**src/rtl/mdcfft_ctrl_pkg.sv**
```systemverilog
// -----------------------------------------------------------------------------
// mdcfft_ctrl_pkg
// Shared constants and helpers for the 8-point 2-lane MDC FFT control and
// twiddle sequencer.
//   - Stage-1 rotator select encodings (powers of W8).
//   - Q15.16 fixed-point unity.
//   - Frame length in sample pairs and the core pipeline latency.
//   - qTrig(): elaboration-time cos/sin generator for the twiddle table.
// No ports (package).
// -----------------------------------------------------------------------------
`timescale 1ns/1ps

package mdcfft_ctrl_pkg;

  // Stage-1 rotator select codes: which power of W8 the core applies.
  localparam logic [1:0] ROT0_W0   = 2'b00;
  localparam logic [1:0] ROT0_W8_1 = 2'b01;
  localparam logic [1:0] ROT0_W8_2 = 2'b10;
  localparam logic [1:0] ROT0_W8_3 = 2'b11;

  // Q15.16 representation of 1.0
  localparam logic [31:0] Q_ONE = 32'h0001_0000;

  // Sample pairs per 8-point frame, and core input-to-output latency
  localparam int FRAME_LEN = 4;
  localparam int CORE_LAT  = 3;

  localparam real TWO_PI = 6.283185307179586;

  // Returns round(cos or sin(2*pi*addr/n) * 2^16) as a signed integer.
  // Only ever evaluated at elaboration to build constant tables.
  function automatic longint qTrig(input int unsigned addr,
                                   input int unsigned n,
                                   input bit          useSin);
    real ang;
    real v;
    ang = TWO_PI * real'(addr) / real'(n);
    v   = useSin ? $sin(ang) : $cos(ang);
    v   = v * real'(Q_ONE);
    // Symmetric round-half-away so negative values mirror positive ones
    if (v >= 0.0) return longint'($rtoi(v + 0.5));
    else          return -longint'($rtoi(0.5 - v));
  endfunction

endpackage

```
**src/rtl/mdcfft_tw_rom.sv**
```systemverilog
// -----------------------------------------------------------------------------
// mdcfft_tw_rom
// Combinational two-read-port twiddle table covering one full turn of N =
// 8*FRAMES points. Each entry is {cos, sin} in signed Q15.16, built at
// elaboration from FRAMES so the table always matches the transform size.
// Ports:
//   addr0_i  in   AW      read address, port 0
//   addr1_i  in   AW      read address, port 1
//   tw0_o    out  2*TWW   {cos,sin} at addr0_i
//   tw1_o    out  2*TWW   {cos,sin} at addr1_i
// -----------------------------------------------------------------------------
`timescale 1ns/1ps

module mdcfft_tw_rom
  import mdcfft_ctrl_pkg::*;
#(
  parameter int FRAMES = 8,
  parameter int TWW    = 32,
  parameter int AW     = $clog2(8 * FRAMES)
) (
  input  logic [AW-1:0]    addr0_i,
  input  logic [AW-1:0]    addr1_i,
  output logic [2*TWW-1:0] tw0_o,
  output logic [2*TWW-1:0] tw1_o
);

  localparam int N = 8 * FRAMES;

  logic [2*TWW-1:0] tab [N];

  // One constant entry per angle; the synthesizer folds these into a ROM
  for (genvar a = 0; a < N; a++) begin : g_tab
    localparam longint C = qTrig(a, N, 1'b0);
    localparam longint S = qTrig(a, N, 1'b1);
    assign tab[a] = {C[TWW-1:0], S[TWW-1:0]};
  end

  assign tw0_o = tab[addr0_i];
  assign tw1_o = tab[addr1_i];

endmodule

```
**src/rtl/mdcfft_ctrl.sv**
```systemverilog
// -----------------------------------------------------------------------------
// mdcfft_ctrl
// Control and twiddle sequencer upstream of the 8-point 2-lane MDC FFT core.
// Counts sample pairs into 4-pair frames, drives the core's rotator and
// commutator selects at the right pipeline offsets, supplies the inter-frame
// twiddles for an N = 8*FRAMES two-level FFT aligned with the core outputs,
// and tags each output pair with its bin and frame index.
// Ports:
//   CLK        in   1             clock
//   RSTn       in   1             asynchronous active-low reset
//   IN_VALID   in   1             sample pair entering the core this cycle
//   SEL_ROT0   out  2             stage-1 rotator select (same cycle as input)
//   SEL_MDC0   out  1             1D commutator select (same cycle as input)
//   SEL_ROT1   out  1             stage-2 rotator select (one cycle later)
//   SEL_MDC1   out  1             2D commutator select (one cycle later)
//   TF0        out  2*TWW         {cos,sin} twiddle for output lane0
//   TF1        out  2*TWW         {cos,sin} twiddle for output lane1
//   OUT_VALID  out  1             core output pair valid
//   OUT_BIN    out  2             output pair index j, pair is (X[j], X[j+4])
//   OUT_FRAME  out  log2(FRAMES)  frame index of the output pair
//   ERR        out  1             sticky protocol error
// -----------------------------------------------------------------------------
`timescale 1ns/1ps

module mdcfft_ctrl
  import mdcfft_ctrl_pkg::*;
#(
  parameter  int FRAMES = 8,
  parameter  int TWW    = 32,
  localparam int MW     = $clog2(FRAMES)
) (
  input  logic             CLK,
  input  logic             RSTn,
  input  logic             IN_VALID,
  output logic [1:0]       SEL_ROT0,
  output logic             SEL_MDC0,
  output logic             SEL_ROT1,
  output logic             SEL_MDC1,
  output logic [2*TWW-1:0] TF0,
  output logic [2*TWW-1:0] TF1,
  output logic             OUT_VALID,
  output logic [1:0]       OUT_BIN,
  output logic [MW-1:0]    OUT_FRAME,
  output logic             ERR
);

  localparam int AW = $clog2(8 * FRAMES);

  // Pipeline stage indices: d1, d2, d3 of the core-latency delay line
  localparam int D1 = 0;
  localparam int D2 = CORE_LAT - 2;
  localparam int D3 = CORE_LAT - 1;

  logic [1:0]       posQ, posD;
  logic [MW-1:0]    frmQ, frmD;
  logic             errQ, errD;

  logic             vldPipeQ [CORE_LAT];
  logic [1:0]       posPipeQ [CORE_LAT];
  logic [MW-1:0]    frmPipeQ [CORE_LAT];

  logic [2*TWW-1:0] tf0Q, tf1Q;

  logic [AW-1:0]    addr0, addr1;
  logic [2*TWW-1:0] tw0, tw1;

  // Position/frame counters and the protocol checker. A frame that is cut
  // short flags ERR and restarts position at 0 without advancing the frame.
  always_comb begin
    posD = posQ;
    frmD = frmQ;
    errD = errQ;
    if (IN_VALID) begin
      posD = posQ + 2'd1;
      if (posQ == 2'(FRAME_LEN - 1)) frmD = frmQ + MW'(1);
    end else begin
      posD = 2'd0;
      if (posQ != 2'd0) errD = 1'b1;
    end
  end

  // Frame index times twiddle exponent. m < FRAMES and k < 8, so the
  // product always fits in AW bits and AW-bit arithmetic is exact; the
  // natural wrap is the mod-N reduction.
  assign addr0 = AW'(frmPipeQ[D2]) * AW'({1'b0, posPipeQ[D2]});
  assign addr1 = AW'(frmPipeQ[D2]) * AW'({1'b1, posPipeQ[D2]});

  mdcfft_tw_rom #(
    .FRAMES (FRAMES),
    .TWW    (TWW),
    .AW     (AW)
  ) u_tw_rom (
    .addr0_i (addr0),
    .addr1_i (addr1),
    .tw0_o   (tw0),
    .tw1_o   (tw1)
  );

  // All sequential state. The delay line carries (valid, pos, frame) past
  // the core latency; twiddles are looked up from d2 and registered so they
  // appear alongside d3, and zero in idle slots.
  always_ff @(posedge CLK or negedge RSTn) begin
    if (!RSTn) begin
      posQ <= '0;
      frmQ <= '0;
      errQ <= 1'b0;
      for (int i = 0; i < CORE_LAT; i++) begin
        vldPipeQ[i] <= 1'b0;
        posPipeQ[i] <= '0;
        frmPipeQ[i] <= '0;
      end
      tf0Q <= '0;
      tf1Q <= '0;
    end else begin
      posQ <= posD;
      frmQ <= frmD;
      errQ <= errD;
      vldPipeQ[0] <= IN_VALID;
      posPipeQ[0] <= posQ;
      frmPipeQ[0] <= frmQ;
      for (int i = 1; i < CORE_LAT; i++) begin
        vldPipeQ[i] <= vldPipeQ[i-1];
        posPipeQ[i] <= posPipeQ[i-1];
        frmPipeQ[i] <= frmPipeQ[i-1];
      end
      tf0Q <= vldPipeQ[D2] ? tw0 : '0;
      tf1Q <= vldPipeQ[D2] ? tw1 : '0;
    end
  end

  // Stage-1 rotation follows the bit-reversed input order 0,2,1,3, so
  // position p selects W8^(bitrev(p)).
  always_comb begin
    SEL_ROT0 = ROT0_W0;
    if (IN_VALID) begin
      case (posQ)
        2'd0:    SEL_ROT0 = ROT0_W0;
        2'd1:    SEL_ROT0 = ROT0_W8_2;
        2'd2:    SEL_ROT0 = ROT0_W8_1;
        default: SEL_ROT0 = ROT0_W8_3;
      endcase
    end
  end

  assign SEL_MDC0 = IN_VALID & posQ[0];

  // Stage-2 selects are forced low in idle slots so the 2D commutator
  // drains the last frame correctly.
  assign SEL_ROT1 = vldPipeQ[D1] & posPipeQ[D1][1];
  assign SEL_MDC1 = vldPipeQ[D1] & posPipeQ[D1][1];

  assign TF0       = tf0Q;
  assign TF1       = tf1Q;
  assign OUT_VALID = vldPipeQ[D3];
  assign OUT_BIN   = posPipeQ[D3];
  assign OUT_FRAME = frmPipeQ[D3];
  assign ERR       = errQ;

endmodule

```
**config.mk**
```make
export PLATFORM = sky130hd
export DESIGN_NAME = mdcfft_ctrl
export DESIGN_NICKNAME = d
export VERILOG_FILES = /design/src/rtl/mdcfft_ctrl_pkg.sv /design/src/rtl/mdcfft_tw_rom.sv /design/src/rtl/mdcfft_ctrl.sv
export SDC_FILE = /design/constraint.sdc
export NUM_CORES = 1
export LEC_CHECK = 0
export ABC_AREA = 1
export CAP_MARGIN = 5
export CORE_MARGIN = 4
export CORE_UTILIZATION = 47
export DETAILED_ROUTE_END_ITERATION = 8
export PLACE_DENSITY = 0.79
export SYNTH_ARGS = -nofsm -noshare
export SYNTH_HDL_FRONTEND = slang
export SYNTH_SLANG_ARGS = --single-unit
export TNS_END_PERCENT = 20
```
**constraint.sdc**
```tcl
create_clock -name CLK -period 2.7 [get_ports CLK]
set_input_delay 0.54 -clock CLK [delete_from_list [all_inputs] [get_ports CLK]]
set_output_delay 0.54 -clock CLK [all_outputs]
set_load 0.01 [all_outputs]
```
==> results.cfg, run 1 <==
[route]
drtAntennaViolNets = 0
drcViolationCount = 0
detail_route.wl_per_cell_um = 17.54
viasPerCell = 5.439
first_pass_iters = 5
dr_total_vias = 7256
routed_wl_um = 23400
drt_first_iter_violations = 732

[sta]
setup_ws_ns = -0.04772
max_freq_ghz = 0.3639
setup-violations-final = 20
tightest_slew_ns = 0.5706
period_share_pct = 101.8
fin_hold_ws_ns = 0.1661
skew_ns = 0.006864
fin_crit_ns = 2.748
grt_setup_unrepaired = yes
maxSlewHeadroom_pct = 61.96
tns_ns = -0.3823
slew_viol_final = 0
final-hold-violation-count = 0

[run_status]
status = complete, but fails checks
violations = setup timing

[cells_and_area]
fin_util_pct = 65.50
layout.nets = 1180
final_common_cell = nand2_1
n_antenna_cell = 0
fin_area_um2 = 9233
fillers = 1275
final_cell_mix = 322 x nand2_1, 126 x clkdlybuf4s50_1, 118 x nand3_1, 95 x dfrtp_1, 92 x nor2_1
drive_gt1_share_pct = 18.72
area_growth_pct = 34.75

[synthesis]
synth-seq-cells = 95
async_reset_ff_share_pct = 100.0
synth_flop_cell = dfrtp_1
ys_warn_count = 0
syn_area_um2 = 6852
synth_edf_count = 0
synth_cells = 1006
ys_types = 34
netlist.area_leader.share_pct = 34.70
synth_area_leaders = dfrtp_1 35%, nand2_1 19%, nand3_1 9.7%
seq_area_frac_synth_pct = 34.70
yosysTopAreaCell = dfrtp_1
syn_area_per_cell_um2 = 6.811

[place]
dpl_cell_area_um2 = 8422
gp_congestion = 0.9681
portBuffers = 127
place_ws_ns = -0.1014
dpl.hpwl_um = 17270

[pwr]
p_leak_nw = 4.664
peakVddDrop_mv = 0.9092
p_per_area_nw_per_um2 = 1233

[clock_network]
worstSkewPairLatency_ns = 0.36
clockRootBuffer = clkbuf_16
clk_pin_slew_ns = 0.07
max-clock-path-buffers = 2
cts_tree = yes
cts_buffers = 9
cts.hold.buffers_added = 0
htree_levels = 3
clock-sinks = 95

[worst_setup_path]
crit_path_start = posPipeQ[2]
worst-setup-path-type = reg -> reg
cp_data_required_time_ns = 2.98
worstPathMaxFanout = 6
worstPathArrival_ns = 3.03
r2r_start = posPipeQ[2]
crit_path_end_kind = register
setup.worst_path.start_class = register
reg2regPathDepth = 13

[floorplan]
ios = 143
core_um2 = 14100
dieArea_um2 = 16570
die_h_um = 128.7
num_rows = 43
die_w_um = 128.7
start_util_pct = 48.61

[hold_path]
hold_path.class = in -> async

[grt]
grt_overflow = 0
grt_pass1_vias = 6689
grtUsageTotal_pct = 27.94
grt_pass1_wl_um = 36470
grt_max_degree = 54
grt_antenna_before_repair = 0

[run]
max_cap_violations = 0
## worst max-delay path, cell delays in order, from the launching register on
cell,delay (ns)
dfrtp_1,0.40
nand2_2,0.10
inv_2,0.05
fa_1,0.45
ha_2,0.21
fa_2,0.58
buf_6,0.13
inv_8,0.05
buf_6,0.13
nand3_1,0.14
nand2_1,0.10
o21ai_0,0.15
nor2_1,0.05
nor2_1,0.13
## where the power goes
part	internal, mW	leakage [nW]	switching [mW]	total (mW)
sequential	1.83	1.25	0.150	1.98
clock	0.675	0.149	0.620	1.29
combinational	3.26	3.27	4.86	8.12
## Yosys cell counts (3+ instances only)
cell type	instances
buf_2	29
ha_1	25
nand2_1	349
nand4_1	4
fa_1	3
buf_6	3
o21ai_0	57
nor2_1	101
nor2_8	3
clkbuf_1	7
o211ai_1	7
a21oi_1	11
nand2_2	8
dfrtp_1	95
buf_4	71
o21ai_1	15
o22ai_1	5
inv_2	6
nand3_1	133
nor2_2	3
inv_1	54
## layer usage
layer	wire, um	part of all wire, %	global-route usage, %
met3	2247	9.6	6.351
met2	10610	45	43.29
met5	0	0	0
met4	465	2.0	6.671
met1	10080	43	39.97
## cell families after synthesis
family	Yosys count	synth area share (%)
AND/OR/NAND/NOR	609	37.60
buffers and inverters	171	14.12
AO/OA/AOI/OAI	100	7.834
flip-flops	95	34.70
adder cells (fa/ha/maj)	28	5.442
XOR/XNOR	2	0.2557
other	1	0.05473
## worst paths after layout
path / slack, ns / endpoint
min in group CLK: 0.35 / frmPipeQ[5]
worst max register to register: -0.05 / TF1[8]
worst min-delay path: 0.17 / posQ[0]
worst max-delay path: -0.05 / TF1[8]
max in group asynchronous: 1.85 / TF1[43]
worst min register to register: 0.35 / frmPipeQ[5]
## sequential cells by signal, summed over array words and instances (netlist names)
name,count
posPipeQ,4
OUT_VALID,1
TF1,36
ERR,1
vldPipeQ,2
TF0,35
frmQ,3
OUT_FRAME,3
posQ,2
OUT_BIN,2
frmPipeQ,6
## what timing repair did
action | in CTS | in global routing
gates resized for setup | 49 | 80
pin swaps | 12 | 29
hold endpoints to repair | 0 | 0
gates cloned | 2 | 2
setup endpoints to repair | 35 | 70
buffers inserted | 7 | 4
## area by class of cell
| class | instances | area (um^2) | area share [%] |
|---|---|---|---|
| multi-input combinational | 754 | 3851 | 41.71 |
| tap | 180 | 225.2 | 2.439 |
| clock inverter | 6 | 56.30 | 0.6098 |
| timing repair buffer | 228 | 2236 | 24.22 |
| clock buffer | 10 | 239.0 | 2.588 |
| sequential | 95 | 2377 | 25.75 |
| timing repair inverter | 1 | 7.507 | 0.08131 |
| inverter | 60 | 240.2 | 2.602 |
## metrics by stage
stage / power [mW] / std cells
floorplan: 6.123 / 1020
detailed placement: 9.005 / 1303
global route: 12.18 / 1334
CTS: 10.76 / 1328
finish: 11.39 / 1334
global placement: 8.989 / 1303
(Power assumes the default switching activity.)
==> inputs of run 2 (changes only) <==
Settings changed: CORE_UTILIZATION 47 to 55, DONT_BUFFER_PORTS from default to 1, PLACE_DENSITY 0.79 to 0.75.
==> results.cfg, run 2 (synthesis gave the netlist of run 1 again) <==
[sta]
grt_setup_unrepaired = yes
slew_viol_final = 0
fin_hold_ws_ns = -0.1260
max_freq_ghz = 0.3547
maxSlewHeadroom_pct = 59.01
skew_ns = 0.006526
period_share_pct = 104.4
tns_ns = -0.7577
setup-violations-final = 14
fin_crit_ns = 2.819
final-hold-violation-count = 95
setup_ws_ns = -0.1192
tightest_slew_ns = 0.6131

[hold_path]
hold_path.class = in -> async

[grt]
grt_overflow = 0
grt_pass1_wl_um = 31680
grt_pass1_vias = 6126
grt_max_degree = 96
grt_antenna_before_repair = 0
grtUsageTotal_pct = 27.65

[cells_and_area]
n_antenna_cell = 0
final_common_cell = nand2_1
drive_gt1_share_pct = 17.55
layout.nets = 1029
fin_area_um2 = 7589
area_growth_pct = 10.76
largest_reg_flops = 36
final_cells = 1171
final_cell_mix = 326 x nand2_1, 121 x nand3_1, 95 x dfrtp_1, 95 x nor2_1, 64 x buf_4
fin_util_pct = 62.66

[pwr]
peakVddDrop_mv = 0.6611
p_leak_nw = 4.080
p_per_area_nw_per_um2 = 1331
total_power_mw = 10.10

[clock_network]
cts_tree = yes
clock-sinks = 95
cts_buffers = 9
clockRootBuffer = clkbuf_16
htree_levels = 3
worstSkewPairLatency_ns = 0.35
max-clock-path-buffers = 2
clk_pin_slew_ns = 0.07

[worst_setup_path]
worst-setup-path-type = reg -> reg
crit_path_end_kind = register
worstPathMaxFanout = 6
worstPathArrival_ns = 3.07
setup.worst_path.start_class = register
cp_data_required_time_ns = 2.95

[route]
viasPerCell = 5.599
drt_first_iter_violations = 780
drcViolationCount = 0
first_pass_iters = 5
detail_route.wl_per_cell_um = 16.93
routed_wl_um = 19820
dr_total_vias = 6556
drtAntennaViolNets = 0

[place]
place_ws_ns = -0.1350
dpl_cell_area_um2 = 6980
portBuffers = 0
dpl.cell_count = 1148
dpl.hpwl_um = 14440
gp_congestion = 1.030

[run_status]
violations = hold timing, setup timing
status = complete, but fails checks

[floorplan]
die_h_um = 119.6
dieArea_um2 = 14310
core_um2 = 12110
num_rows = 40
ios = 143
start_util_pct = 56.57
die_w_um = 119.6

[run]
max_cap_violations = 0
## run 2: cell count changes in the layout (fill, tap and decap cells not counted), sizes merged
| cell | delta |
|---|---|
| clkdlybuf4s50 | -126 |
| buf | -23 |
| clkinv | +2 |
| inv | -2 |
| clkbuf | -1 |
| clkinvlp | -1 |
## run 2: metal layers
metal,GRT usage (%),up-vias,part of all wire (%),routed length (um)
li1,-,3109,-,-
met5,0,-,0,0
met3,6.456,48,9.8,1952
met2,41.17,352,45,8883
met4,11.24,0,2.5,503
met1,38.87,3047,43,8483
## run 2: report_power, final
group          switching [mW]  internal (mW)
Clock                   0.570          0.664
Sequential              0.332           1.83
Combinational            4.32           2.39
Total                    5.22           4.89
## run 2: area by class of cell
type                       count  area [um^2]
clock inverter                 6        51.30
inverter                      60        230.2
clock buffer                  10        239.0
tap                          168        210.2
multi-input combinational    754         3772
timing repair buffer          78        708.2
sequential                    95         2377
fill                        1142         4523
## run 2: worst paths after layout
kind	to	slack [ns]	from	cells after the start
min reg2reg	frmPipeQ[5]	0.35	frmPipeQ[8]	0
min in group CLK	vldPipeQ[2]	0.21	IN_VALID	0
max	TF1[39]	-0.12	frmPipeQ[5]	14
max in group asynchronous	TF1[42]	2.70	RSTn	0
max reg2reg	TF1[39]	-0.12	frmPipeQ[5]	14
min	ERR	-0.13	RSTn	0
## run 2: critical path: stages, from the launching register on
cell and delay (ns):
dfrtp_1 0.39, nand2_2 0.09, inv_2 0.05, fa_1 0.45, ha_2 0.20, fa_2 0.61
buf_6 0.13, clkbuf_16 0.13, nand2_1 0.12, inv_1 0.14, nand2_1 0.08, nand2_1 0.12
nor2_1 0.05, nor2_1 0.10, nor2_1 0.05
## run 2: timing repair
item                       4_1_cts  5_1_grt
cloned                           0        1
pin swaps                        0       16
gates resized for setup         16       72
hold endpoints to repair        95       95
buffers inserted                 0        7
setup endpoints to repair       26       64
==> inputs of run 3 (changes only) <==
Settings changed: GPL_TIMING_DRIVEN from default to 0.
==> results.cfg, run 3 (synthesis gave the netlist of run 1 again) <==
[run_status]
status = complete, but fails checks
violations = hold timing, setup timing

[floorplan]
dieArea_um2 = 14310
die_w_um = 119.6
core_um2 = 12110
start_util_pct = 56.57
die_h_um = 119.6
num_rows = 40
ios = 143

[clock_network]
cts_buffers = 9
clockRootBuffer = clkbuf_16
htree_levels = 3
clk_pin_slew_ns = 0.07
cts_tree = yes
worstSkewPairLatency_ns = 0.36
max-clock-path-buffers = 2
clock-sinks = 95

[route]
drt_first_iter_violations = 1014
viasPerCell = 5.819
dr_total_vias = 7140
routed_wl_um = 24310
detail_route.wl_per_cell_um = 19.81
first_pass_iters = 6
drtAntennaViolNets = 0
drcViolationCount = 0

[worst_setup_path]
setup.worst_path.start_class = register
crit_path_end_kind = register
cp_slowest_stage_delay_ns = 0.57
worstPathArrival_ns = 3.03
worst-setup-path-type = reg -> reg
slowest_stage = fa_2
critPathTopFamily = adder cells
cp_data_required_time_ns = 2.95
r2r_slack_ns = -0.08
cp_num_buf_inv = 4
crit_chain = nand2_2, inv_2, fa_1, ha_4, fa_2, buf_6, buf_12, nand2_8, inv_8, nand2_2, nand2_2, nor2_1, nor2_1, nor2_1
worstPathMaxFanout = 6

[place]
dpl.hpwl_um = 17470
gp_congestion = 1.072
dpl.cell_count = 1188
portBuffers = 0

[sta]
maxSlewHeadroom_pct = 58.11
setup_ws_ns = -0.07876
setup-violations-final = 29
fin_hold_ws_ns = -0.1285
period_share_pct = 102.9
fin_crit_ns = 2.779
skew_ns = 0.007081
final-hold-violation-count = 95
slew_viol_final = 0
tightest_slew_ns = 0.6283
max_freq_ghz = 0.3599
grt_setup_unrepaired = yes

[grt]
grtUsageTotal_pct = 33.37
grt_overflow = 0
grt_antenna_before_repair = 0
grt_pass1_vias = 6588
grt_pass1_wl_um = 37020
grt_max_degree = 96

[cells_and_area]
layout.nets = 1085
final_cell_mix = 302 x nand2_1, 118 x nand3_1, 94 x nor2_1, 93 x dfrtp_1, 93 x buf_4
drive_gt1_share_pct = 25.50
n_antenna_cell = 0
area_growth_pct = 21.22
final_cells = 1227
fin_util_pct = 68.57
final_common_cell = nand2_1
largest_reg_flops = 36

[pwr]
p_per_area_nw_per_um2 = 1350
p_leak_nw = 4.458
peakVddDrop_mv = 0.9168

[run]
max_cap_violations = 0

[hold_path]
hold_path.class = in -> async
[run 3: changes by cell type in the layout (fill, tap and decap cells not counted), moves of 3 or more]
| cell | before | now |
|---|---|---|
| buf_2 | 0 | 14 |
| clkbuf_1 | 0 | 3 |
| nand2_8 | 0 | 5 |
| clkbuf_4 | 0 | 4 |
| a21oi_1 | 9 | 6 |
| buf_4 | 64 | 93 |
| nand2_4 | 4 | 15 |
| nand3_1 | 121 | 118 |
| nand2_2 | 28 | 36 |
| a21oi_2 | 2 | 5 |
| inv_1 | 51 | 48 |
| nand2_1 | 326 | 302 |
| nand3_2 | 12 | 15 |
[run 3: power breakdown]
group / switching (mW) / total (mW) / leakage, nW / internal (mW)
combinational: 5.08 / 7.84 / 3.08 / 2.75
sequential: 0.353 / 2.19 / 1.25 / 1.84
clock: 0.562 / 1.19 / 0.134 / 0.630
[run 3: through the flow]
stage          setup slack (ns)  TNS (ns)  total power, mW  instance area [um^2]
6_report               -0.07876    -1.013            11.22                  8305
3_3_place_gp            -0.7584    -18.91            7.779                  7114
4_1_cts                -0.07824    -1.464            10.10                  7888
2_1_floorplan          0.001700         0            6.123                  6904
3_5_place_dp            -0.7515    -18.29            7.764                  7114
5_1_grt                 -0.1254    -3.141            11.85                  8305
[run 3: metal layers]
| layer | vias to the layer above | global-route usage, % | part of all wire (%) |
|---|---|---|---|
| li1 | 3235 | - | - |
| met1 | 3270 | 47.28 | 41 |
| met2 | 563 | 49.08 | 43 |
| met3 | 72 | 9.095 | 13 |
| met4 | 0 | 12.10 | 3.0 |
| met5 | - | 0 | 0 |
[run 3: worst paths after layout]
check | from | to | depth (start not counted)
max | frmPipeQ[5] | TF1[39] | 14
min | RSTn | posQ[1] | 0
max reg2reg | frmPipeQ[5] | TF1[39] | 14
min reg2reg | frmPipeQ[7] | frmPipeQ[4] | 0
max in group asynchronous | RSTn | TF1[10] | 0
min in group CLK | IN_VALID | vldPipeQ[2] | 0
[run 3: layout make-up]
| class | instances | area [um^2] |
|---|---|---|
| repair buffers | 25 | 267.8 |
| fillers | 1037 | 3806 |
| clock inverters | 6 | 46.29 |
| multi-input cells | 754 | 4055 |
| clock buffers | 10 | 229.0 |
| well taps | 168 | 210.2 |
| plain buffers | 109 | 878.3 |
| inverters | 60 | 239.0 |
| flip-flops and latches | 95 | 2380 |
[run 3: timing repair]
action                                 4_1_cts  5_1_grt
endpoints found under the hold margin       95       95
buffers inserted                            12        9
cloned                                       1        3
setup endpoints to repair                   45       55
resized for setup                          109       95
pin swaps                                   28       46
==> patch 1, RTL diff (settings of run 1) <==
Reset style: synchronous (`RSTn`), changed in one clocked block. Comments in the files are not updated.
--- a/src/rtl/mdcfft_ctrl.sv
+++ b/src/rtl/mdcfft_ctrl.sv
@@ -99,7 +99,7 @@
   // All sequential state. The delay line carries (valid, pos, frame) past
   // the core latency; twiddles are looked up from d2 and registered so they
   // appear alongside d3, and zero in idle slots.
-  always_ff @(posedge CLK or negedge RSTn) begin
+  always_ff @(posedge CLK) begin
     if (!RSTn) begin
       posQ <= '0;
       frmQ <= '0;
Check against the original RTL: differs if RSTn is asserted again (counterexample within 4 cycles, from zero or initial values and one cycle with RSTn low); with RSTn held inactive, the same outputs for 4 cycles.
==> patch 1 against run 1 <==
- the run still ends with setup timing left
- critical path type unchanged
- largest cell class unchanged
- via count decreased by 0.87%
- routed wire length decreased by 8.6%
- worst hold slack improved by 0.25 ns
- setup slack improved by 0.0029 ns
- sequential cell count unchanged
- area after synthesis decreased by 2.7%
- non-clock buffer count decreased by 16
- highest routed layer unchanged
- final area decreased by 6.3%
- utilization decreased by 3.2 points
- sequential share of layout area decreased by 3.7 points
Power is left out: it rests on default switching activity, and per cell area and clock period it moved more than threefold.
==> patch 1: results (changes against run 1) <==
stage,metric,value,unit,change
run_status,status,finished with violations,,
run_status,failing checks,setup timing,,
hold_path,Hold Path Class,reg2reg,,
synthesis,"top cells by count, synth","nand2_1, nand3_1, dfxtp_1",,
cells_and_area,Largest register FFs,36,,unchanged
place,placer's final routability congestion estimate,1.029,,+6.3%
synthesis,Post-Synth Adder-Cell Area,6.154,%,+0.71 points
cells_and_area,"non-filler cells, final",1360,,+1.9%
timing,setup TNS,-0.1948,ns,+0.1875 ns
synthesis,Synth area leaders,"dfxtp_1, nand2_1, nand3_1",,
synthesis,sequential share of the synthesized area,28.52,%,-6.2 points
synthesis,synthesized area per cell,6.303,µm²,-7.5%
place,Place WS,-0.04283,ns,+0.05855 ns
timing,endpoints failing setup,13,,-35%
grt,GR Util All Layers,26.09,%,-1.9 points
synthesis,ys flop type,dfxtp_1,,
synthesis,ys async rst share,0,%,-100 points
timing,PnR worst setup slack,-0.04481,ns,+0.002910 ns
synthesis,number of library cell types mapped by synthesis,35,,+2.9%
cells_and_area,FILL cells,1374,,+7.8%
routing,total wire length,21400,µm,-8.6%
critical_path,Max Fanout on Critical Path,12,,+6
place,placed cells,1337,,+2.6%
routing,drt initial violations,801,,+9.4%
synthesis,Synth Area in XOR/XNOR,0,%,-0.26 points
routing,number of vias per cell,5.289,,-2.8%
routing,DR pass1 iterations,7,,+2
cells_and_area,share of cells above drive strength 1,14.66,%,-4.1 points
timing,measured slew at the worst slew-check pin,0.5520,ns,-0.01858 ns
timing,Max Clock Skew,0.004923,ns,-0.001942 ns
cells_and_area,Layout Nets,1209,,+2.5%
[patch 1: cell types whose count changed after synthesis, sizes merged, moves of 3 or more]
cell           run 1  this run
nand4              4         9
nor2             109        76
buf              104       112
inv               60        77
dfrtp             95         0
nand2            358       364
o22ai              5         9
nand3            134       162
o211ai             7         4
a21oi             11        38
dfxtp              0        95
o21ai             72        64
ha                25        28
[patch 1: worst paths after layout]
path,from,end,slack [ns],cells past startpoint
worst max register to register,posPipeQ[0][2]$_SDFF_PN0_,TF1[33]$_SDFF_PN0_,-0.04,15
worst max-delay path,posPipeQ[0][2]$_SDFF_PN0_,TF1[33]$_SDFF_PN0_,-0.04,15
worst min register to register,frmPipeQ[0][2]$_SDFF_PN0_,frmPipeQ[0][5]$_SDFF_PN0_,0.41,2
worst min-delay path,frmPipeQ[0][2]$_SDFF_PN0_,frmPipeQ[0][5]$_SDFF_PN0_,0.41,2
[patch 1: logic make-up (layout without fill, tap and decap cells)]
group	after synthesis	count (layout)
AND/OR/NAND/NOR	612	612
buffers and inverters	199	307
AO/OA/AOI/OAI	120	120
flip-flops	95	95
adder cells (fa/ha/maj)	31	31
other	1	15
[patch 1: cell type report]
cell class              count  area, µm²  share of cell area [%]
clock buffers              11      242.7                   2.806
clock inverters             5      65.06                  0.7521
inverters                  79      305.3                   3.529
multi-input cells         778       3892                   45.00
flip-flops and latches     95       1904                   22.01
well taps                 180      225.2                   2.603
repair buffers            212       2016                   23.30
[patch 1: what timing repair did]
item                                    CTS  global route
hold buffers                              0             0
resized for setup                         5            60
endpoints found under the setup margin   14            39
setup buffers                             0             9
pin swaps                                 0            21
[patch 1: worst min-delay path, stage by stage (launching register included)]
cell	delay, ns
dfxtp_1	0.30
nand2_1	0.05
inv_1	0.03
[patch 1: metal layers]
| layer | part of all wire (%) | GRT usage, % | vias up |
|---|---|---|---|
| li1 | - | - | 3549 |
| met1 | 44 | 36.73 | 3272 |
| met2 | 45 | 39.66 | 352 |
| met3 | 9.8 | 6.773 | 20 |
| met4 | 1.1 | 7.129 | 0 |
| met5 | 0 | 0 | - |
[patch 1: stage by stage]
stage               hold slack [ns]  area, µm²  utilization (%)
global placement             0.3929       8083            58.23
finish                       0.4130       8651            62.32
CTS                          0.4176       8411            60.59
floorplan                    0.3905       6721                -
detailed placement           0.3999       8083            58.23
global route                 0.4396       8651            62.32
==> patch 2, RTL diff (config.mk and constraints of run 1) <==
Made on the original files. Change the package constant `CORE_LAT` from 3 to 2.
--- a/src/rtl/mdcfft_ctrl_pkg.sv
+++ b/src/rtl/mdcfft_ctrl_pkg.sv
@@ -23,7 +23,7 @@
 
   // Sample pairs per 8-point frame, and core input-to-output latency
   localparam int FRAME_LEN = 4;
-  localparam int CORE_LAT  = 3;
+  localparam int CORE_LAT  = 2;
 
   localparam real TWO_PI = 6.283185307179586;
 
Check against the original RTL: not equivalent (Yosys sat finds a counterexample within 4 cycles, from zero or initial values and one cycle with RSTn low).
==> patch 2 against run 1 <==
- the run still ends with setup timing left
- area after synthesis fell by 2.1%
- setup slack got worse by 0.048 ns
- critical path type unchanged
- final area fell by 3.7%
- sequential cell count fell by 6
- largest cell class unchanged
- sequential share of layout area fell by 0.70 points
- clock power fell by 5%
- routed wire length fell by 2.6%
- total power fell by 2.2%
- final cell count fell by 0.45%
- first-iteration DRC count rose by 19%
==> patch 2: results (changes against run 1) <==
stage,metric,value,unit,change
cts,H-tree levels,3,,unchanged
grt,global-route wire length before repair,36310,µm,-0.44%
timing,PnR worst setup slack,-0.09533,ns,-0.04761 ns
grt,GR Util All Layers,28.20,%,+0.26 points
cells_and_area,FILL cells,1269,,-0.47%
power,Peak VDD IR,0.0008060,V,-11%
grt,met2 Use GR,43.05,%,-0.25 points
synthesis,Yosys warnings,0,,unchanged
critical_path,Arrival @ worst endpoint,3.02,ns,about the same
critical_path,crit-path max cell delay,0.57,ns,
cells_and_area,Layout Nets,1174,,-0.51%
synthesis,synthesized area per cell,6.709,µm²,-1.5%
place,HPWL reported at the end of detailed placement,17280,µm,about the same
routing,Wirelength per Cell,17.17,µm,-2.1%
synthesis,sequential share of the synthesized area,33.20,%,-1.5 points
cts,Num CTS Buffers,9,,unchanged
place,placer's final routability congestion estimate,0.9848,,+1.7%
routing,drt initial violations,873,,+19%
routing,DR pass1 iterations,6,,+1
timing,Hold Slack,0.1399,ns,-0.02613 ns
critical_path,Max Fanout on Critical Path,12,,+6
run_status,status,finished with violations,,
run_status,failing checks,setup timing,,
critical_path,reg2reg end,TF1[38]$_DFF_PN0_,,
routing,vias,7107,,-2.1%
grt,GR met1 Demand/Resource,39.93,%,-0.048 points
grt,met3 Usage GRT,6.689,%,+0.34 points
place,Place WS,-0.1848,ns,-0.08341 ns
critical_path,FF-to-FF Start,frmPipeQ[5]$_DFF_PN0_,,
synthesis,"top cells by count, synth","nand2_1, nand3_1, nor2_1",,
place,placed cells,1309,,+0.46%
cells_and_area,share of cells above drive strength 1,17.07,%,-1.6 points
routing,total wire length,22800,µm,-2.6%
timing,setup TNS,-1.126,ns,-0.7441 ns
timing,endpoints failing setup,24,,+20%
synthesis,Synth area leaders,"dfrtp_1, nand2_1, nand3_1",,
[patch 2: cell types whose count changed in the layout (fill, tap and decap cells not counted), moves of 4 or more]
cell     delta
buf_8       -4
buf_6       -6
nand2_4     -4
inv_1       +5
o21ai_0    +13
buf_12      +5
buf_4      +10
o21ai_1    -12
nand3_2     -6
dfrtp_1     -6
nand2_1     +9
[patch 2: critical path, delay by kind of cell, from the launching register on]
family | cells | cell delay, ns
buf+inv | 3 | 0.32
simple gates | 7 | 0.64
flops | 1 | 0.40
fa+ha+maj | 3 | 1.31
[patch 2: layout make-up]
type                       count  area, µm²  area share (%)
tap                          180      225.2           2.533
clock inverter                 6      51.30          0.5771
clock buffer                  10      229.0           2.576
timing repair buffer         230       2228           25.07
multi-input combinational    750       3687           41.48
inverter                      63      241.5           2.716
sequential                    89       2227           25.05
[patch 2: cells by family (layout without fill, tap and decap cells)]
group | Yosys count | after routing | synth area share, %
AND/OR/NAND/NOR | 606 | 606 | 37.88
buffers and inverters | 175 | 309 | 15.16
AO/OA/AOI/OAI | 99 | 99 | 7.889
flip-flops | 89 | 89 | 33.20
adder cells (fa/ha/maj) | 28 | 28 | 5.558
XOR/XNOR | 2 | 2 | 0.2611
other | 1 | 15 | 0.05590
[patch 2: power breakdown]
part	total, µW	internal [µW]	switching (µW)
clock	1220	639	576
combinational	8050	3300	4750
sequential	1860	1710	149
total	11100	5650	5480
[patch 2: what timing repair did]
| action | in CTS | in global routing |
|---|---|---|
| gates cloned | 0 | 0 |
| setup endpoints to repair | 33 | 69 |
| setup buffers | 0 | 3 |
| resized for setup | 30 | 49 |
| pin swaps | 7 | 7 |
[patch 2: how the worst max path moves through the flow]
stage / from / end / slack (ns)
after floorplan: posPipeQ[2]$_DFF_PN0_ / TF1[44]$_DFF_PN0_ / 0.002
after global placement: frmPipeQ[5]$_DFF_PN0_ / TF1[39]$_DFF_PN0_ / -0.15
after detailed placement: frmPipeQ[5]$_DFF_PN0_ / TF1[39]$_DFF_PN0_ / -0.18
after CTS: frmPipeQ[4]$_DFF_PN0_ / TF1[6]$_DFF_PN0_ / -0.04
after global routing: frmPipeQ[5]$_DFF_PN0_ / TF1[7]$_DFF_PN0_ / -0.19
final: frmPipeQ[5]$_DFF_PN0_ / TF1[38]$_DFF_PN0_ / -0.1
[patch 2: per-stage QoR]
stage / area [µm²] / utilization (%)
after floorplan: 6761 / -
after global placement: 8388 / 60.20
after detailed placement: 8388 / 60.20
after CTS: 8740 / 62.72
after global routing: 8890 / 63.80
final: 8890 / 63.80
[patch 2: layer usage]
metal / vias to the layer above / part of all wire, %
met5: - / 0
met4: 0 / 2.4
met3: 49 / 10
met2: 411 / 44
met1: 3254 / 43
li1: 3393 / -
